===== config.mk =====
export PLATFORM = sky130hd
export DESIGN_NAME = puller
export DESIGN_NICKNAME = d
export VERILOG_FILES = /design/src/rtl/puller_pkg.sv /design/src/rtl/puller_fifo.sv /design/src/rtl/puller.sv
export SDC_FILE = /design/constraint.sdc
export NUM_CORES = 1
export LEC_CHECK = 0
export ABC_AREA = 1
export BUFFER_PORTS_ARGS = -buffer_cell sky130_fd_sc_hd__buf_2
export CAP_MARGIN = 25
export CORE_ASPECT_RATIO = 1.4
export CORE_MARGIN = 5
export CORE_UTILIZATION = 40
export CTS_CLUSTER_SIZE = 24
export DETAILED_ROUTE_END_ITERATION = 6
export REMOVE_ABC_BUFFERS = 1
export SLEW_MARGIN = 0
export SYNTH_ARGS = -nofsm -noshare
export SYNTH_HDL_FRONTEND = slang
export SYNTH_SLANG_ARGS = --single-unit

===== constraint.sdc =====
create_clock -name clock -period 2.34 [get_ports clock]
set_input_delay 0.468 -clock clock [delete_from_list [all_inputs] [get_ports clock]]
set_output_delay 0.468 -clock clock [all_outputs]
set_load 0.05 [all_outputs]

===== src/rtl/puller_pkg.sv =====
// Shared definitions for the pusher/puller item stream.
// BITS is the item width used on both sides of the link.
package puller_pkg;

    localparam int BITS = 8;

endpackage


===== src/rtl/puller_fifo.sv =====
// Circular item buffer: storage array, head/tail pointers and occupancy count.
// Pointers wrap by natural overflow, so DEPTH must be a power of two.
module puller_fifo #(
    parameter int BITS  = 8,
    parameter int DEPTH = 4,
    localparam int PW   = $clog2(DEPTH),
    localparam int CW   = $clog2(DEPTH + 1)
) (
    input  logic            clock,
    input  logic            reset,
    input  logic            push_i,
    input  logic            pop_i,
    input  logic [BITS-1:0] data_i,
    output logic [BITS-1:0] data_o,
    output logic [CW-1:0]   count_o,
    output logic            full_o,
    output logic            empty_o
);

    logic [BITS-1:0] mem_q [DEPTH];
    logic [PW-1:0]   head_q, head_d;
    logic [PW-1:0]   tail_q, tail_d;
    logic [CW-1:0]   count_q, count_d;
    logic            do_push, do_pop;

    always_comb begin
        do_pop  = pop_i && (count_q != '0);
        do_push = push_i && ((count_q != CW'(DEPTH)) || do_pop);
        head_d  = head_q;
        tail_d  = tail_q;
        count_d = count_q;
        if (do_pop) begin
            head_d = head_q + 1'b1;
        end
        if (do_push) begin
            tail_d = tail_q + 1'b1;
        end
        case ({do_push, do_pop})
            2'b10:   count_d = count_q + 1'b1;
            2'b01:   count_d = count_q - 1'b1;
            default: count_d = count_q;
        endcase
    end

    always_ff @(posedge clock or posedge reset) begin
        if (reset) begin
            head_q  <= '0;
            tail_q  <= '0;
            count_q <= '0;
        end else begin
            head_q  <= head_d;
            tail_q  <= tail_d;
            count_q <= count_d;
        end
    end

    // Storage is not reset; contents behind the head are don't-care.
    always_ff @(posedge clock) begin
        if (do_push && !reset) begin
            mem_q[tail_q] <= data_i;
        end
    end

    assign empty_o = (count_q == '0);
    assign full_o  = (count_q == CW'(DEPTH));
    assign count_o = count_q;
    assign data_o  = empty_o ? '0 : mem_q[head_q];

endmodule


===== src/rtl/puller.sv =====
// Puller: receives a bubble-encoded item stream (0 = no item) into a small buffer,
// drops items arriving while full and records that in a sticky overflow flag.
module puller #(
    parameter int BITS  = puller_pkg::BITS,
    parameter int DEPTH = 4,
    parameter int ID    = 0
) (
    input  logic                       clock,
    input  logic                       reset,
    input  logic [BITS-1:0]            item_in,
    input  logic                       item_pop,
    output logic [BITS-1:0]            item_out,
    output logic                       item_valid,
    output logic                       full,
    output logic [$clog2(DEPTH+1)-1:0] count,
    output logic                       overflow
);

    if (DEPTH < 2 || (DEPTH & (DEPTH - 1)) != 0) begin : g_bad_depth
        $error("puller: DEPTH must be a power of two and at least 2");
    end

    logic has_item, pop_ok, accept, drop;
    logic fifo_full, fifo_empty;
    logic overflow_q, overflow_d;

    always_comb begin
        has_item   = (item_in != '0);
        pop_ok     = item_pop && !fifo_empty;
        accept     = has_item && (!fifo_full || pop_ok);
        drop       = has_item && fifo_full && !pop_ok;
        overflow_d = overflow_q | drop;
    end

    always_ff @(posedge clock or posedge reset) begin
        if (reset) begin
            overflow_q <= 1'b0;
        end else begin
            overflow_q <= overflow_d;
        end
    end

    puller_fifo #(
        .BITS  (BITS),
        .DEPTH (DEPTH)
    ) u_fifo (
        .clock   (clock),
        .reset   (reset),
        .push_i  (accept),
        .pop_i   (pop_ok),
        .data_i  (item_in),
        .data_o  (item_out),
        .count_o (count),
        .full_o  (fifo_full),
        .empty_o (fifo_empty)
    );

    assign item_valid = !fifo_empty;
    assign full       = fifo_full;
    assign overflow   = overflow_q;

`ifndef SYNTHESIS
    always_ff @(posedge clock) begin
        if (!reset && accept) begin
            $display("(puller %0d): I pulled item %0d", ID, item_in);
        end
        if (!reset && drop) begin
            $display("(puller %0d): dropped item %0d", ID, item_in);
        end
    end
`endif

endmodule


# --- After elaboration in Yosys (flattened, before gate mapping) ---
# Memories as Yosys holds them, arrays and structs flattened.
# Index checks and enable logic that the tools add are counted.
word_totals:
  ff_bits: 8
  latchBits: 0
  ram_bits: 32
  rom_bits: 0
  input_bits: 11
  out_inout_bits: 14
  wordCells: 35
  memories: 1
memory_table:
  columns: ["memory", "depth", "word_bits", "rd", "rd_ports_with_merged_regs", "write_ports", "line_no", "text"]
  rows:
  - ["u_fifo.mem_q", 4, 8, 1, 0, 1, "puller_fifo.sv:20", "logic [BITS-1:0] mem_q [DEPTH];"]
op_classes:
  add_sub_neg: 4
  mul: 0
  div: 0
  order_cmp: 0
  n_eq_ne: 4
  n_shift: 0
  muxes: 4
  bitwise_logic: 1
  n_reduce_logical: 17
ops:
  columns: ["cell", "n"]
  rows:
  - ["$mux W8", 1]
  - ["$reduce_bool A8 Y1", 1]
  - ["$logic_and A1 B1 Y1", 7]
  - ["$pmux W3 S2", 1]
  - ["$add A2 B1 Y2 const B", 2]
  - ["$logic_not A1 Y1", 4]
  - ["$add A3 B1 Y3 const B", 1]
  - ["$eq A3 B3 Y1 const B", 1]
  - ["$logic_not A3 Y1", 1]
  - ["$ne A3 B3 Y1 const B", 1]
  - ["$reduce_bool A3 Y1", 1]
  - ["$sub A3 B1 Y3 const B", 1]
  - ["$eq A2 B1 Y1 const B", 1]
  - ["$eq A2 B2 Y1 const B", 1]
  - ["$logic_or A1 B1 Y1", 2]
  - ["$mux W1", 2]
  - ["$reduce_bool A2 Y1", 1]
  - ["$or A1 B1 Y1", 1]

# --- Longest topological paths before layout ---
depth:
  depth_word: 9
  depth_mapped: 10
  ltp_nobuf: 10

# --- Modules after synthesis ---
# From an unflattened synthesis, not the netlist that was laid out.
hier_totals:
  hier_cells: 171
  area_unflattened_um2: 1798.0
by_module_without_submodules:
  columns: ["mod", "n_inst", "cells_per_inst", "area_per_inst_um2", "seq_area_each_um2"]
  rows:
  - ["puller_fifo", 1, 153, 1702.9, 1136.1]
  - ["puller", 1, 18, 95.1, 25.0]

# --- Worst setup path after synthesis ---
# OpenSTA, ideal clock, no wires.
synth_timing:
  path_kind: "flip-flop to output port"
  start: "register u_fifo.count_q[0] (netlist: u_fifo.count_o[0])"
  end: "output port item_out[0]"
  arrival_time_ns: 2.100
  required_time_ns: 1.872
  slack_ns: -0.228
  path_stages_with_launch: 5
  path_buffers: 0
  cell_sequence: "dfrtp_1 > inv_1 > nand3_2 > inv_1 > a21oi_1"
synth_between:
  elab_chain_cells: 2
synth_lines:
  columns: ["element", "line_no", "text"]
  rows:
  - ["from (decl)", "puller_fifo.sv:23", "logic [CW-1:0] count_q, count_d;"]
  - ["from (signal assigned)", "puller_fifo.sv:53", "count_q <= count_d;"]
  - ["$logic_not A3 Y1", "puller_fifo.sv:64", "assign empty_o = (count_q == '0);"]
  - ["$mux W8", "puller_fifo.sv:67", "assign data_o = empty_o ? '0 : mem_q[head_q];"]
  - ["to (decl)", "puller.sv:12", "output logic [BITS-1:0] item_out,"]
# Every way passes these cells.

# --- Worst setup path in the final report ---
layout_timing:
  start: "register u_fifo.head_q[0]"
  end: "output port item_out[2]"
layout_between:
  elab_chain_cells: 2
layout_lines:
  columns: ["element", "line_no", "text"]
  rows:
  - ["from (decl)", "puller_fifo.sv:21", "logic [PW-1:0] head_q, head_d;"]
  - ["from (signal assigned)", "puller_fifo.sv:47", "head_q <= '0;"]
  - ["from (signal assigned)", "puller_fifo.sv:51", "head_q <= head_d;"]
  - ["$mem_v2 Z4 W8", null, null]
  - ["$mux W8", "puller_fifo.sv:67", null]
# Every way passes these cells.

==> report_table.html <==
<table>
<tr><th>Metric</th><th>Value</th></tr>
<tr><th colspan="2">Setup path</th></tr>
<tr><td>Critical path required time</td><td>1.87 ns</td></tr>
<tr><td>Type of element capturing the critical path</td><td>output port</td></tr>
<tr><td>Worst path cell trace</td><td>inv_2 &gt; o21ai_0 &gt; a21oi_1 &gt; buf_2</td></tr>
<tr><td>CP bufs+invs</td><td>2</td></tr>
<tr><td>Crit-path slowest cell</td><td>dfrtp_2</td></tr>
<tr><td>Highest cell delay on the worst timing path</td><td>0.50 ns</td></tr>
<tr><td>Highest fanout seen on the critical path</td><td>18</td></tr>
<tr><td>Critical path data arrival time</td><td>1.72 ns</td></tr>
<tr><td>Kind of critical path</td><td>register to output port</td></tr>
<tr><td>Kind of start point of the critical path</td><td>register</td></tr>
<tr><td>CP delay by family, top</td><td>buffers and inverters</td></tr>
<tr><th colspan="2">Clocking</th></tr>
<tr><td>Number of sinks on the clock net</td><td>40</td></tr>
<tr><td># Post-CTS Setup Buffers</td><td>0</td></tr>
<tr><td>H-tree depth</td><td>2</td></tr>
<tr><td>Clock Path Buffers</td><td>2</td></tr>
<tr><td>Root buf cell</td><td>clkbuf_8</td></tr>
<tr><td>Latest clock arrival within the worst-skew pair</td><td>between 0.2 and 0.3 ns</td></tr>
<tr><td>CTS clock-pin slew for the worst setup and hold paths</td><td>0.07 ns</td></tr>
<tr><td>CTS Buf Count</td><td>5</td></tr>
<tr><td>TritonCTS clock tree</td><td>yes</td></tr>
<tr><th colspan="2">Routing</th></tr>
<tr><td>Number of vias per cell</td><td>approximately 4.6</td></tr>
<tr><td>Total iterations of the first detailed-routing run</td><td>4</td></tr>
<tr><td>Drt drc</td><td>0</td></tr>
<tr><td>Total wirelength of the detailed-routed design</td><td>3.703 mm</td></tr>
<tr><td>Post-detailed-route count of antenna-violating nets</td><td>0</td></tr>
<tr><td>Via total after detailed routing</td><td>1241</td></tr>
<tr><td>Detail-routed net length per standard cell</td><td>13.71 um</td></tr>
<tr><td>Violation count after the first detailed-routing iteration</td><td>28</td></tr>
<tr><th colspan="2">Final layout</th></tr>
<tr><td>Post-synthesis to final-layout area growth</td><td>16.75%</td></tr>
<tr><td>Number of nets in the layout</td><td>224</td></tr>
<tr><td>Post-layout instance count excluding filler cells</td><td>270</td></tr>
<tr><td>Filler cells</td><td>between 400 and 500</td></tr>
<tr><td>Utilization of the core after routing</td><td>between 40% and 50%</td></tr>
<tr><td>Layout cell share with drive strength beyond 1</td><td>a little under a quarter</td></tr>
<tr><td>Antenna diode count</td><td>0</td></tr>
<tr><th colspan="2">STA</th></tr>
<tr><td>Setup repair after global routing missed its margin</td><td>no</td></tr>
<tr><td>Maximum clock frequency</td><td>457.5 MHz</td></tr>
<tr><td>Setup violation total in the final timing report</td><td>0</td></tr>
<tr><td>Max-slew headroom at the worst pin</td><td>77.26%</td></tr>
<tr><td>Final period utilization</td><td>93.41%</td></tr>
<tr><td>Number of hold violations in the final report</td><td>0</td></tr>
<tr><td>Actual transition at the worst max-transition pin</td><td>0.3407 ns</td></tr>
<tr><td>Minimum period implied by the final worst setup slack</td><td>2.186 ns</td></tr>
<tr><td>Final Slew Violations</td><td>0</td></tr>
<tr><td>Worst-case clock skew</td><td>0.004407 ns</td></tr>
<tr><th colspan="2">Yosys</th></tr>
<tr><td>Most used standard cells in the synthesized netlist</td><td>nor2_1, edfxtp_1, inv_1, nand2_1</td></tr>
<tr><td>Post-synthesis cell type with the largest combined area</td><td>edfxtp_1</td></tr>
<tr><td>Netlist area before placement</td><td>0.001846 mm^2</td></tr>
<tr><td>Count of different cell masters after synthesis</td><td>23</td></tr>
<tr><td>Post-synth top area share</td><td>52.07%</td></tr>
<tr><td>Leading cell type by number of instances after synthesis</td><td>nor2_1</td></tr>
<tr><td>Most used flip-flop cell after synthesis</td><td>edfxtp_1</td></tr>
<tr><td>Biggest area contributors in the synthesized netlist</td><td>edfxtp_1, dfrtp_1, nor2_1</td></tr>
<tr><td>Post-synthesis average cell area</td><td>10.67 um^2</td></tr>
<tr><td>Async set-reset flop share out of synthesis</td><td>20.00%</td></tr>
<tr><td>Synthesized netlist cell count</td><td>173</td></tr>
<tr><td>Count of yosys warnings during synthesis</td><td>0</td></tr>
<tr><td>Sequential-to-total area share from yosys stat</td><td>between 60% and 70%</td></tr>
<tr><td>Register bit count reported by yosys</td><td>40</td></tr>
<tr><td>Number of flops mapped to enable cells by yosys</td><td>32</td></tr>
<tr><th colspan="2">Floorplanning</th></tr>
<tr><td>Number of I/O pins</td><td>25</td></tr>
<tr><td>DIE WIDTH</td><td>around 67 um</td></tr>
<tr><td>Initial Utilization</td><td>41.02%</td></tr>
<tr><td>Area of the core region</td><td>0.004499 mm^2</td></tr>
<tr><td>Std-Cell Rows</td><td>29</td></tr>
<tr><td>Die ar.</td><td>slightly above 0.006 mm^2</td></tr>
<tr><td>DIE HEIGHT</td><td>around 90 um</td></tr>
<tr><th colspan="2">Status</th></tr>
<tr><td>Result of the run</td><td>complete, no violations</td></tr>
<tr><th colspan="2">Min path</th></tr>
<tr><td>Hold Crit Class</td><td>input port to asynchronous set/reset pin</td></tr>
<tr><th colspan="2">Placed design</th></tr>
<tr><td>Final HPWL DP</td><td>2.624 mm</td></tr>
<tr><td>Cell total after placement</td><td>262</td></tr>
<tr><td>Number of buffers inserted by port buffering</td><td>24</td></tr>
<tr><td>Gpl congestion</td><td>0.7291</td></tr>
<tr><th colspan="2">Run</th></tr>
<tr><td>Count of maximum capacitance violations</td><td>0</td></tr>
<tr><th colspan="2">GRT</th></tr>
<tr><td>Number of global-route vias before repair</td><td>~1200</td></tr>
<tr><td>Number of antenna violations at the first check in global routing</td><td>0</td></tr>
<tr><td>Final global-route overflow total</td><td>0</td></tr>
<tr><td>All-layer global routing usage</td><td>13.71%</td></tr>
<tr><td>Maximum number of pins on one net before global-route repair</td><td>19</td></tr>
<tr><td>Global-route wire length before repair</td><td>6.154 mm</td></tr>
</table>
placed cells by master, fill, tap and decap left out, types with 2 or more instances in the layout:
master	count
edfxtp_1	32
ha_1	5
o21ai_1	9
dfrtp_1	7
a21oi_1	9
o21ai_0	9
xor2_1	2
clkbuf_8	5
nand2_1	14
inv_1	23
nor2_1	42
nand3_1	5
buf_2	24
buf_4	7
inv_2	2
state kept, by name, summed over array words and instances (netlist names):
signal          cells
u_fifo.head_q       2
u_fifo.count_o      3
overflow            1
u_fifo.mem_q       32
u_fifo.tail_q       2
through the flow:
| step | hold WS [ns] | instance area, um^2 | setup TNS (ns) | setup WS (ns) |
|---|---|---|---|---|
| floorplan | 0.2920 | 1792 | -1.914 | -0.2276 |
| global placement | 0.4611 | 2042 | 0 | 0.1570 |
| detailed placement | 0.4569 | 2042 | 0 | 0.1083 |
| CTS | 0.1517 | 2153 | 0 | 0.04785 |
| global route | 0.1802 | 2155 | 0 | 0.01365 |
| finish | 0.1530 | 2155 | 0 | 0.1542 |
tightest hold or removal path, cell delays in order:
cell,delay [ns]
buf_2,0.09
inv_1,0.06
buf_4,0.17
path summary, 6_finish.rpt:
kind,start,endpoint,slack (ns),cells after the start
setup / recovery,u_fifo.head_q[0]$_DFFE_PP0P_,item_out[2],0.15,4
hold / removal,reset,u_fifo.tail_q[1]$_DFFE_PP0P_,0.15,3
setup reg to reg,u_fifo.count_o[0]$_DFFE_PP0P_,u_fifo.count_o[2]$_DFFE_PP0P_,0.25,9
hold reg to reg,overflow$_DFF_PP0_,overflow$_DFF_PP0_,0.47,1
max in group asynchronous,reset,u_fifo.head_q[0]$_DFFE_PP0P_,2.04,3
min in group clock,item_in[3],u_fifo.mem_q[0][3]$_DFFE_PP_,0.42,1
routing by layer:
layer  vias up  track usage (%)  share of wire (%)
li1        635                -                  -
met1       569            15.93                 42
met2        29            22.72                 52
met3         8            4.234                4.4
met4         0            5.753                2.2
met5         -                0                  0
layout make-up:
type / instances / area [um^2] / area share, %
Sequential cell: 40 / 1162 / 53.95
Multi-Input combinational cell: 104 / 536.8 / 24.91
Timing Repair Buffer: 31 / 172.7 / 8.014
Inverter: 25 / 93.84 / 4.355
Tap cell: 62 / 77.57 / 3.600
Clock buffer: 5 / 68.82 / 3.194
Clock inverter: 3 / 42.54 / 1.974
repair_timing:
action	4_1_cts	5_1_grt
hold buffers	0	0
resized for setup	0	1
endpoints found under the setup margin	0	4
cells by family after synthesis:
group / Yosys count / share of synthesized area [%]
XOR/XNOR: 3 / 1.424
AO/OA/AOI/OAI: 29 / 8.203
adder cells (fa/ha/maj): 6 / 4.475
buffers and inverters: 29 / 8.000
flip-flops: 40 / 62.92
AND/OR/NAND/NOR: 66 / 14.98
Power is left out: the tool's default activity adds up to more than one toggle a clock period on the data nets, which glitch-free logic cannot reach.
